`config.mk`:
```
export PLATFORM = sky130hd
export DESIGN_NAME = rx_frame_sync_flat
export DESIGN_NICKNAME = d
export VERILOG_FILES = /design/src/rtl/rx_frame_sync_pkg.sv /design/src/rtl/rx_frame_sync_if.sv /design/src/rtl/rx_frame_sync_crc16_byte.sv /design/src/rtl/rx_frame_sync.sv /design/src/flat_wrapper.sv
export SDC_FILE = /design/constraint.sdc
export NUM_CORES = 1
export LEC_CHECK = 0
export CAP_MARGIN = 40
export CORE_UTILIZATION = 28
export DETAILED_ROUTE_END_ITERATION = 8
export SLEW_MARGIN = 10
export SYNTH_ARGS = -nofsm -noshare
export SYNTH_HDL_FRONTEND = slang
export SYNTH_SLANG_ARGS = --single-unit
```
`constraint.sdc`:
```
create_clock -name inClock -period 1.9 [get_ports inClock]
set_input_delay 0.38 -clock inClock [delete_from_list [all_inputs] [get_ports inClock]]
set_output_delay 0.38 -clock inClock [all_outputs]
set_load 0.01 [all_outputs]
```
`src/rtl/rx_frame_sync_pkg.sv`:
```
// rx_frame_sync_pkg: shared states, SFD nibbles and CRC-16 constants for the receive deframer.
// Revision: 1.0
`default_nettype none

package rx_frame_sync_pkg;

    typedef enum logic [2:0] {
        HUNT    = 3'd0,
        SFD_LO  = 3'd1,
        SFD_HI  = 3'd2,
        LEN_LO  = 3'd3,
        LEN_HI  = 3'd4,
        PAYLOAD = 3'd5
    } state_t;

    localparam logic [3:0]  SFD_LO_NIB = 4'h7;
    localparam logic [3:0]  SFD_HI_NIB = 4'hA;
    localparam logic [15:0] CRC_POLY   = 16'h8408;
    localparam logic [15:0] CRC_INIT   = 16'h0000;

    // Reflected CRC-16, one byte per call, data consumed LSB first.
    function automatic logic [15:0] crc16_update(input logic [15:0] crc, input logic [7:0] data);
        logic [15:0] c;
        c = crc;
        for (int i = 0; i < 8; i++) begin
            if (c[0] ^ data[i]) c = (c >> 1) ^ CRC_POLY;
            else                c = c >> 1;
        end
        return c;
    endfunction

endpackage

`default_nettype wire

```
`src/rtl/rx_frame_sync_if.sv`:
```
// rx_frame_sync_if: FIFO-read side and byte-stream side of the deframer.
// Revision: 1.0
`default_nettype none

interface rx_frame_sync_if;
    logic [3:0] inFifoData;
    logic       inFifoEmpty;
    logic       outFifoReadEnable;
    logic [7:0] outByte;
    logic       outByteValid;
    logic       inByteReady;
    logic       outSof;
    logic       outEof;
    logic [6:0] outLength;
    logic       outFrameError;
    logic       outFcsOk;

    modport master (
        input  inFifoData, inFifoEmpty, inByteReady,
        output outFifoReadEnable, outByte, outByteValid, outSof, outEof,
               outLength, outFrameError, outFcsOk
    );

    modport slave (
        output inFifoData, inFifoEmpty, inByteReady,
        input  outFifoReadEnable, outByte, outByteValid, outSof, outEof,
               outLength, outFrameError, outFcsOk
    );
endinterface

`default_nettype wire

```
`src/rtl/rx_frame_sync_crc16_byte.sv`:
```
// crc16_byte: bytewise reflected CRC-16 register with synchronous clear and enable.
// Revision: 1.0
`default_nettype none

module crc16_byte
    import rx_frame_sync_pkg::*;
(
    input  wire logic        clk,
    input  wire logic        rst,
    input  wire logic        i_clear,
    input  wire logic        i_enable,
    input  wire logic [7:0]  i_data,
    output logic      [15:0] o_crc_next
);

    logic [15:0] crc_q;
    logic [15:0] crc_d;

    assign o_crc_next = crc16_update(crc_q, i_data);

    always_comb begin
        crc_d = crc_q;
        if (i_clear)       crc_d = CRC_INIT;
        else if (i_enable) crc_d = o_crc_next;
    end

    always_ff @(posedge clk or posedge rst) begin
        if (rst) crc_q <= CRC_INIT;
        else     crc_q <= crc_d;
    end

endmodule

`default_nettype wire

```
`src/rtl/rx_frame_sync.sv`:
```
// rx_frame_sync: nibble-FIFO deframer (preamble/SFD hunt, PHR length, payload bytes).
// Optional CRC-16 FCS check when RX_FRAME_SYNC_FCS_EN is defined. Revision: 1.0
`default_nettype none

module rx_frame_sync
    import rx_frame_sync_pkg::*;
#(
    parameter int PREAMBLE_NIBBLES = 8,
    parameter int TIMEOUT_CYCLES   = 1024,
    parameter int MAX_LENGTH       = 127
) (
    input  wire logic         inClock,
    input  wire logic         inReset,
    rx_frame_sync_if.master   bus
);

    localparam int                  c_IDLE_W    = $clog2(TIMEOUT_CYCLES);
    localparam logic [c_IDLE_W-1:0] c_IDLE_LAST = c_IDLE_W'(TIMEOUT_CYCLES - 1);
    localparam logic [3:0]          c_PRE       = 4'(PREAMBLE_NIBBLES);
    localparam logic [6:0]          c_MAX_LEN   = 7'(MAX_LENGTH);
`ifdef RX_FRAME_SYNC_FCS_EN
    localparam logic [6:0]          c_MIN_LEN   = 7'd3;
`else
    localparam logic [6:0]          c_MIN_LEN   = 7'd1;
`endif

    state_t              state_q,     state_d;
    logic                pending_q,   pending_d;
    logic [3:0]          zcnt_q,      zcnt_d;
    logic [3:0]          len_lo_q,    len_lo_d;
    logic [6:0]          length_q,    length_d;
    logic [6:0]          bytecnt_q,   bytecnt_d;
    logic                nib_odd_q,   nib_odd_d;
    logic [3:0]          lo_nib_q,    lo_nib_d;
    logic [c_IDLE_W-1:0] idle_q,      idle_d;
    logic                slot_full_q, slot_full_d;
    logic [7:0]          byte_q,      byte_d;
    logic                sof_q,       sof_d;
    logic                eof_q,       eof_d;
    logic                err_q,       err_d;

    logic       w_stall;
    logic       w_rd_en;
    logic       w_xfer;
    logic       w_timed;
    logic [3:0] w_nib;
    logic [3:0] w_zinc;
    logic [6:0] w_len;
    logic       w_len_ok;
    logic [7:0] w_byte_new;

    assign w_nib      = bus.inFifoData;
    assign w_stall    = (state_q == PAYLOAD) && slot_full_q && !bus.inByteReady;
    // Gated by reset so the strobe is low for as long as reset is held.
    assign w_rd_en    = !inReset && !bus.inFifoEmpty && !pending_q && !w_stall;
    assign w_xfer     = slot_full_q && bus.inByteReady;
    assign w_timed    = (state_q == SFD_HI) || (state_q == LEN_LO) ||
                        (state_q == LEN_HI) || (state_q == PAYLOAD);
    assign w_zinc     = (zcnt_q == c_PRE) ? zcnt_q : zcnt_q + 4'd1;
    assign w_len      = {w_nib[2:0], len_lo_q};
    assign w_len_ok   = (w_len >= c_MIN_LEN) && (w_len <= c_MAX_LEN);
    assign w_byte_new = {w_nib, lo_nib_q};

    always_comb begin
        state_d     = state_q;
        pending_d   = w_rd_en;
        zcnt_d      = zcnt_q;
        len_lo_d    = len_lo_q;
        length_d    = length_q;
        bytecnt_d   = bytecnt_q;
        nib_odd_d   = nib_odd_q;
        lo_nib_d    = lo_nib_q;
        idle_d      = idle_q;
        slot_full_d = slot_full_q;
        byte_d      = byte_q;
        sof_d       = sof_q;
        eof_d       = eof_q;
        err_d       = 1'b0;

        if (w_xfer) begin
            slot_full_d = 1'b0;
            sof_d       = 1'b0;
            eof_d       = 1'b0;
            if (eof_q) begin
                state_d = HUNT;
                zcnt_d  = '0;
                idle_d  = '0;
            end
        end

        // A sampled nibble wins over a timeout in the same cycle.
        if (pending_q) begin
            idle_d = '0;
            case (state_q)
                HUNT: begin
                    if (w_nib == 4'h0) begin
                        zcnt_d = w_zinc;
                        if (w_zinc == c_PRE) begin
                            state_d = SFD_LO;
                            zcnt_d  = '0;
                        end
                    end else begin
                        zcnt_d = '0;
                    end
                end
                SFD_LO: begin
                    if (w_nib == SFD_LO_NIB) begin
                        state_d = SFD_HI;
                    end else if (w_nib != 4'h0) begin
                        state_d = HUNT;
                        zcnt_d  = '0;
                    end
                end
                SFD_HI: begin
                    state_d = (w_nib == SFD_HI_NIB) ? LEN_LO : HUNT;
                    zcnt_d  = '0;
                end
                LEN_LO: begin
                    len_lo_d = w_nib;
                    state_d  = LEN_HI;
                end
                LEN_HI: begin
                    if (w_len_ok) begin
                        length_d  = w_len;
                        bytecnt_d = '0;
                        nib_odd_d = 1'b0;
                        state_d   = PAYLOAD;
                    end else begin
                        err_d   = 1'b1;
                        state_d = HUNT;
                        zcnt_d  = '0;
                    end
                end
                PAYLOAD: begin
                    if (!nib_odd_q) begin
                        lo_nib_d  = w_nib;
                        nib_odd_d = 1'b1;
                    end else begin
                        nib_odd_d   = 1'b0;
                        slot_full_d = 1'b1;
                        byte_d      = w_byte_new;
                        sof_d       = (bytecnt_q == 7'd0);
                        eof_d       = (bytecnt_q == length_q - 7'd1);
                        bytecnt_d   = bytecnt_q + 7'd1;
                    end
                end
                default: begin
                    state_d = HUNT;
                    zcnt_d  = '0;
                end
            endcase
        end else if (w_timed && !w_stall) begin
            if (idle_q == c_IDLE_LAST) begin
                err_d       = 1'b1;
                state_d     = HUNT;
                zcnt_d      = '0;
                idle_d      = '0;
                slot_full_d = 1'b0;
                sof_d       = 1'b0;
                eof_d       = 1'b0;
            end else begin
                idle_d = idle_q + 1'b1;
            end
        end
    end

    always_ff @(posedge inClock or posedge inReset) begin
        if (inReset) begin
            state_q     <= HUNT;
            pending_q   <= 1'b0;
            zcnt_q      <= '0;
            len_lo_q    <= '0;
            length_q    <= '0;
            bytecnt_q   <= '0;
            nib_odd_q   <= 1'b0;
            lo_nib_q    <= '0;
            idle_q      <= '0;
            slot_full_q <= 1'b0;
            byte_q      <= '0;
            sof_q       <= 1'b0;
            eof_q       <= 1'b0;
            err_q       <= 1'b0;
        end else begin
            state_q     <= state_d;
            pending_q   <= pending_d;
            zcnt_q      <= zcnt_d;
            len_lo_q    <= len_lo_d;
            length_q    <= length_d;
            bytecnt_q   <= bytecnt_d;
            nib_odd_q   <= nib_odd_d;
            lo_nib_q    <= lo_nib_d;
            idle_q      <= idle_d;
            slot_full_q <= slot_full_d;
            byte_q      <= byte_d;
            sof_q       <= sof_d;
            eof_q       <= eof_d;
            err_q       <= err_d;
        end
    end

    assign bus.outFifoReadEnable = w_rd_en;
    assign bus.outByte           = byte_q;
    assign bus.outByteValid      = slot_full_q;
    assign bus.outSof            = sof_q;
    assign bus.outEof            = eof_q;
    assign bus.outLength         = length_q;
    assign bus.outFrameError     = err_q;

`ifdef RX_FRAME_SYNC_FCS_EN
    logic        w_crc_clear;
    logic        w_byte_load;
    logic [15:0] w_crc_next;
    logic        fcs_ok_q, fcs_ok_d;

    assign w_crc_clear = pending_q && (state_q == LEN_HI) && w_len_ok;
    assign w_byte_load = pending_q && (state_q == PAYLOAD) && nib_odd_q;

    crc16_byte u_crc (
        .clk        (inClock),
        .rst        (inReset),
        .i_clear    (w_crc_clear),
        .i_enable   (w_byte_load),
        .i_data     (w_byte_new),
        .o_crc_next (w_crc_next)
    );

    // Residue including this byte; only meaningful when it is the Eof byte.
    always_comb begin
        fcs_ok_d = fcs_ok_q;
        if (w_byte_load) fcs_ok_d = (w_crc_next == 16'h0000);
    end

    always_ff @(posedge inClock or posedge inReset) begin
        if (inReset) fcs_ok_q <= 1'b0;
        else         fcs_ok_q <= fcs_ok_d;
    end

    assign bus.outFcsOk = fcs_ok_q && eof_q;
`else
    assign bus.outFcsOk = eof_q;
`endif

endmodule

`default_nettype wire
```
`src/flat_wrapper.sv`:
```
// flat-port wrapper written by rule: the top's interface ports become plain ports
module rx_frame_sync_flat import rx_frame_sync_pkg::*;
#(
    parameter int PREAMBLE_NIBBLES = 8,
    parameter int TIMEOUT_CYCLES   = 1024,
    parameter int MAX_LENGTH       = 127
)
  (inClock, inReset, bus_inFifoData, bus_inFifoEmpty, bus_inByteReady, bus_outFifoReadEnable, bus_outByte, bus_outByteValid, bus_outSof, bus_outEof, bus_outLength, bus_outFrameError, bus_outFcsOk);
  rx_frame_sync_if bus_i ();
  input  wire logic inClock;
  input  wire logic inReset;
  input wire logic [$bits(bus_i.inFifoData)-1:0] bus_inFifoData;
  input wire logic [$bits(bus_i.inFifoEmpty)-1:0] bus_inFifoEmpty;
  input wire logic [$bits(bus_i.inByteReady)-1:0] bus_inByteReady;
  output wire logic [$bits(bus_i.outFifoReadEnable)-1:0] bus_outFifoReadEnable;
  output wire logic [$bits(bus_i.outByte)-1:0] bus_outByte;
  output wire logic [$bits(bus_i.outByteValid)-1:0] bus_outByteValid;
  output wire logic [$bits(bus_i.outSof)-1:0] bus_outSof;
  output wire logic [$bits(bus_i.outEof)-1:0] bus_outEof;
  output wire logic [$bits(bus_i.outLength)-1:0] bus_outLength;
  output wire logic [$bits(bus_i.outFrameError)-1:0] bus_outFrameError;
  output wire logic [$bits(bus_i.outFcsOk)-1:0] bus_outFcsOk;
  assign bus_i.inFifoData = bus_inFifoData;
  assign bus_i.inFifoEmpty = bus_inFifoEmpty;
  assign bus_i.inByteReady = bus_inByteReady;
  assign bus_outFifoReadEnable = bus_i.outFifoReadEnable;
  assign bus_outByte = bus_i.outByte;
  assign bus_outByteValid = bus_i.outByteValid;
  assign bus_outSof = bus_i.outSof;
  assign bus_outEof = bus_i.outEof;
  assign bus_outLength = bus_i.outLength;
  assign bus_outFrameError = bus_i.outFrameError;
  assign bus_outFcsOk = bus_i.outFcsOk;
  rx_frame_sync #(.PREAMBLE_NIBBLES(PREAMBLE_NIBBLES), .TIMEOUT_CYCLES(TIMEOUT_CYCLES), .MAX_LENGTH(MAX_LENGTH)) u_core (.inClock(inClock), .inReset(inReset), .bus(bus_i));
endmodule
```
==> results_dict.tcl <==
set metrics [dict create \
    grt_max_degree 54 \
    die_area_um2 10700 \
    yosysWarnings 0 \
    synth-seq-cells 53 \
    power_density_nw_per_um2 1030 \
    path_max_fanout 5 \
    ys_types 53 \
    ctsHoldBuffers 0 \
    areaGrowthSynthToFinish_pct 33.2 \
    avgSynthCellArea_um2 10.0 \
    crit_required_ns 2.11 \
    synth_edf_count 0 \
    relSlewSlack_pct 68.6 \
    grt_pass1_wl_um 11700 \
    ir_drop_mv 0.442 \
    numCtsBuffers 5 \
    min_from "u_core.idle_q[9]" \
    crit_top_cell "buf_6" \
    timing.rr.start "u_core.len_lo_q[3]" \
    ant_nets 0 \
    final_max_slew_viol_count 0 \
    grt_pass1_vias 2456 \
    drtIter0Drc 89 \
    startpoint "u_core.len_lo_q[3]" \
    initial_utilization_pct 29.2 \
    hold_viol 0 \
    fin_skew_ns 0.0198 \
    yosys-mux-area-fraction_pct 7.13 \
    clock-sinks 53 \
    final_net_count 380 \
    fill_cells 982 \
    placed_area_um2 3670 \
    cts_tree "yes" \
    overflow 0 \
    setup_viol 0 \
    syn_area_um2 2880 \
    max_freq_mhz 540 \
    wl_um 6970 \
    hold_class "reg2reg" \
    synth_fa_ha_area_share_pct 2.61 \
    fin_hold_ws_ns 0.490 \
    synthesis.nets 301 \
    cp_slowest_stage_delay_ns 0.56 \
    dp_worst_setup_slack_ns -0.536 \
    detail_route.wl_per_cell_um 13.9 \
    run_status "completed" \
    maxCapViolCount 0 \
    crit_type "reg2reg" \
    critical_path.cell_chain "or4_4 -> buf_6 -> o311ai_4 -> buf_6 -> nor4_1 -> xnor2_1 -> nor2_1" \
    hold_end "u_core.idle_q[9]" \
    setup_ws_ns 0.0470 \
    r2r-end "u_core.bytecnt_q[5]" \
    clk_pin_slew_ns 0.11 \
    synthSimpleGateAreaFrac_pct 21.7 \
    io_pins 29 \
    die_w_um 103 \
    r2r_cells 7 \
    synth_cells 287 \
    r2r_setup_slack_ns 0.05 \
    worst_slew_pin_slew_ns 0.468 \
    synth-compound-area-share_pct 14.7 \
    cp.arrival_ns 2.06 \
    crit_family "simple AND/OR/NAND/NOR gates" \
    clock_path_buffers 2 \
    path_buf_inv 2 \
    cts_root_buf "clkbuf_8" \
    synth_ff_type "dfrtp_1" \
    final_area_um2 3830 \
    insertion_delay_ns 0.33 \
    critPathSlowestCell "or4_4" \
    h-tree-depth 2 \
    rsz0062_at_grt "true" \
    fin_crit_ns 1.85 \
    track_usage_pct 14.2 \
    io_buffer_count 28 \
    gp_congestion 0.796 \
    async_flop_share_pct 100 \
    drc 0 \
    synth_top_family_by_area "simple AND/OR/NAND/NOR gates" \
    synth_xor_area_share_pct 4.57 \
    final_util_pct 38.9 \
    viasPerCell 4.91 \
    coreArea_um2 9860 \
    fp.dieH_um 103 \
    diodes 0 \
    antenna_found_initial 0 \
    leakage_nw 1.70 \
    drtPass1Iterations 4 \
    end_kind "flop" \
    yosysSeqAreaShare_pct 46.1 \
    hpwl_um 5010 \
    rows 36 \
    fin_crit_sh_pct 97.5 \
    start_kind "flop" \
    hold_depth 1 \
    num_vias 2456 \
    drive_gt1_share_pct 25.9 \
]
==> power by group <==
part / internal (W) / switching, W
clock network: 0.000275 / 0.000422
logic: 0.000890 / 0.000784
registers: 0.00136 / 0.000201
==> per-layer routing <==
metal	track usage, %	part of all wire [%]	vias to the layer above
li1	-	-	1204
met4	4.66	1.4	0
met5	0	0	-
met1	19.4	50	1193
met2	22.9	46	49
met3	2.28	2.9	10
==> how the worst max path moves through the flow <==
| stage | end | slack [ns] | cells past startpoint |
|---|---|---|---|
| after floorplan | u_core.bus.outLength[2] | -0.05 | 6 |
| after global placement | bus_outFifoReadEnable | -0.47 | 4 |
| after detailed placement | bus_outFifoReadEnable | -0.54 | 4 |
| after CTS | bus_outFifoReadEnable | 0.01 | 3 |
| after global routing | u_core.bytecnt_q[5] | -0.04 | 7 |
| final | u_core.bytecnt_q[5] | 0.05 | 7 |
==> synth_stat cells (3+ instances only) <==
cell type / n / area share (%)
dfrtp_1: 53 / 46
nand2_1: 38 / 5.0
o21ai_0: 24 / 4.2
mux2_2: 16 / 6.3
nand3_1: 14 / 2.4
nor2_1: 11 / 1.4
inv_1: 10 / 1.3
a21oi_1: 9 / 1.6
nor3_1: 8 / 1.4
xnor2_1: 8 / 2.4
xor2_1: 7 / 2.1
a22o_1: 6 / 1.8
clkbuf_1: 6 / 0.78
ha_1: 6 / 2.6
a211oi_1: 5 / 1.3
a21o_1: 4 / 1.0
and3_1: 4 / 0.87
and3b_1: 4 / 1.2
nor2b_1: 4 / 0.87
nor3b_1: 4 / 1.0
or3_1: 4 / 0.87
nand4_1: 3 / 0.65
nor4_1: 3 / 0.65
==> repair_timing <==
item / in CTS / in global routing
pin swaps: 1 / 2
resized for setup: 8 / 12
buffers inserted: 0 / 1
gates cloned: 0 / 1
setup endpoints to repair: 7 / 15
==> cells in the final DEF, fill, tap and decap left out, types with 3 or more instances in the layout <==
cell / Yosys / final
a21o_1: 4 / 4
and3b_1: 4 / 3
clkbuf_8: 0 / 5
a22o_1: 6 / 6
nand4_1: 3 / 3
and3_1: 4 / 4
a21oi_1: 9 / 9
mux2_2: 16 / 16
dlymetal6s2s_1: 0 / 3
xor2_1: 7 / 7
xnor2_1: 8 / 8
nor2_1: 11 / 11
nor3_1: 8 / 8
nor2b_1: 4 / 3
inv_1: 10 / 9
a211oi_1: 5 / 5
ha_1: 6 / 6
nand3_1: 14 / 14
nor3b_1: 4 / 3
or3_1: 4 / 3
o21ai_0: 24 / 23
nand2_1: 38 / 38
inv_6: 0 / 3
dfrtp_1: 53 / 52
buf_4: 1 / 49
nor4_1: 3 / 3
clkdlybuf4s50_1: 0 / 24
==> kinds of logic (layout without fill, tap and decap cells) <==
| family | count (synthesis) | after routing |
|---|---|---|
| AOI/OAI and AO/OA | 64 | 64 |
| adders and majority gates | 6 | 6 |
| muxes | 18 | 18 |
| DFF | 53 | 53 |
| and+or+nand+nor | 112 | 112 |
| buffers and inverters | 19 | 99 |
| xor gates and xnor gates | 15 | 15 |
==> cell type report <==
| class | instances | area, um2 | area share, % |
|---|---|---|---|
| sequential | 53 | 1330 | 34.6 |
| timing repair buffer | 81 | 698 | 18.2 |
| clock inverter | 3 | 26.3 | 0.686 |
| clock buffer | 5 | 68.8 | 1.80 |
| tap | 133 | 166 | 4.34 |
| inverter | 10 | 37.5 | 0.979 |
| multi-input combinational | 215 | 1510 | 39.3 |
==> registers in the layout (all words and copies together), names as in the netlist <==
name / cells
u_core.bus.outFrameError: 1
u_core.len_lo_q: 4
u_core.bus.outEof: 1
u_core.bytecnt_q: 7
u_core.nib_odd_q: 1
u_core.lo_nib_q: 4
u_core.idle_q: 10
u_core.zcnt_q: 4
u_core.bus.outByte: 8
u_core.bus.outByteValid: 1
u_core.state_q: 3
u_core.pending_q: 1
u_core.bus.outSof: 1
u_core.bus.outLength: 7
==> per-stage QoR <==
step	cells	total power (W)	TNS, ns
floorplan	287	0.00244	-0.0496
global placement	490	0.00317	-7.16
detailed placement	490	0.00322	-8.78
CTS	498	0.00393	0
global route	500	0.00420	-0.142
finish	500	0.00394	0
No activity file was read; power rests on OpenSTA's default activity.
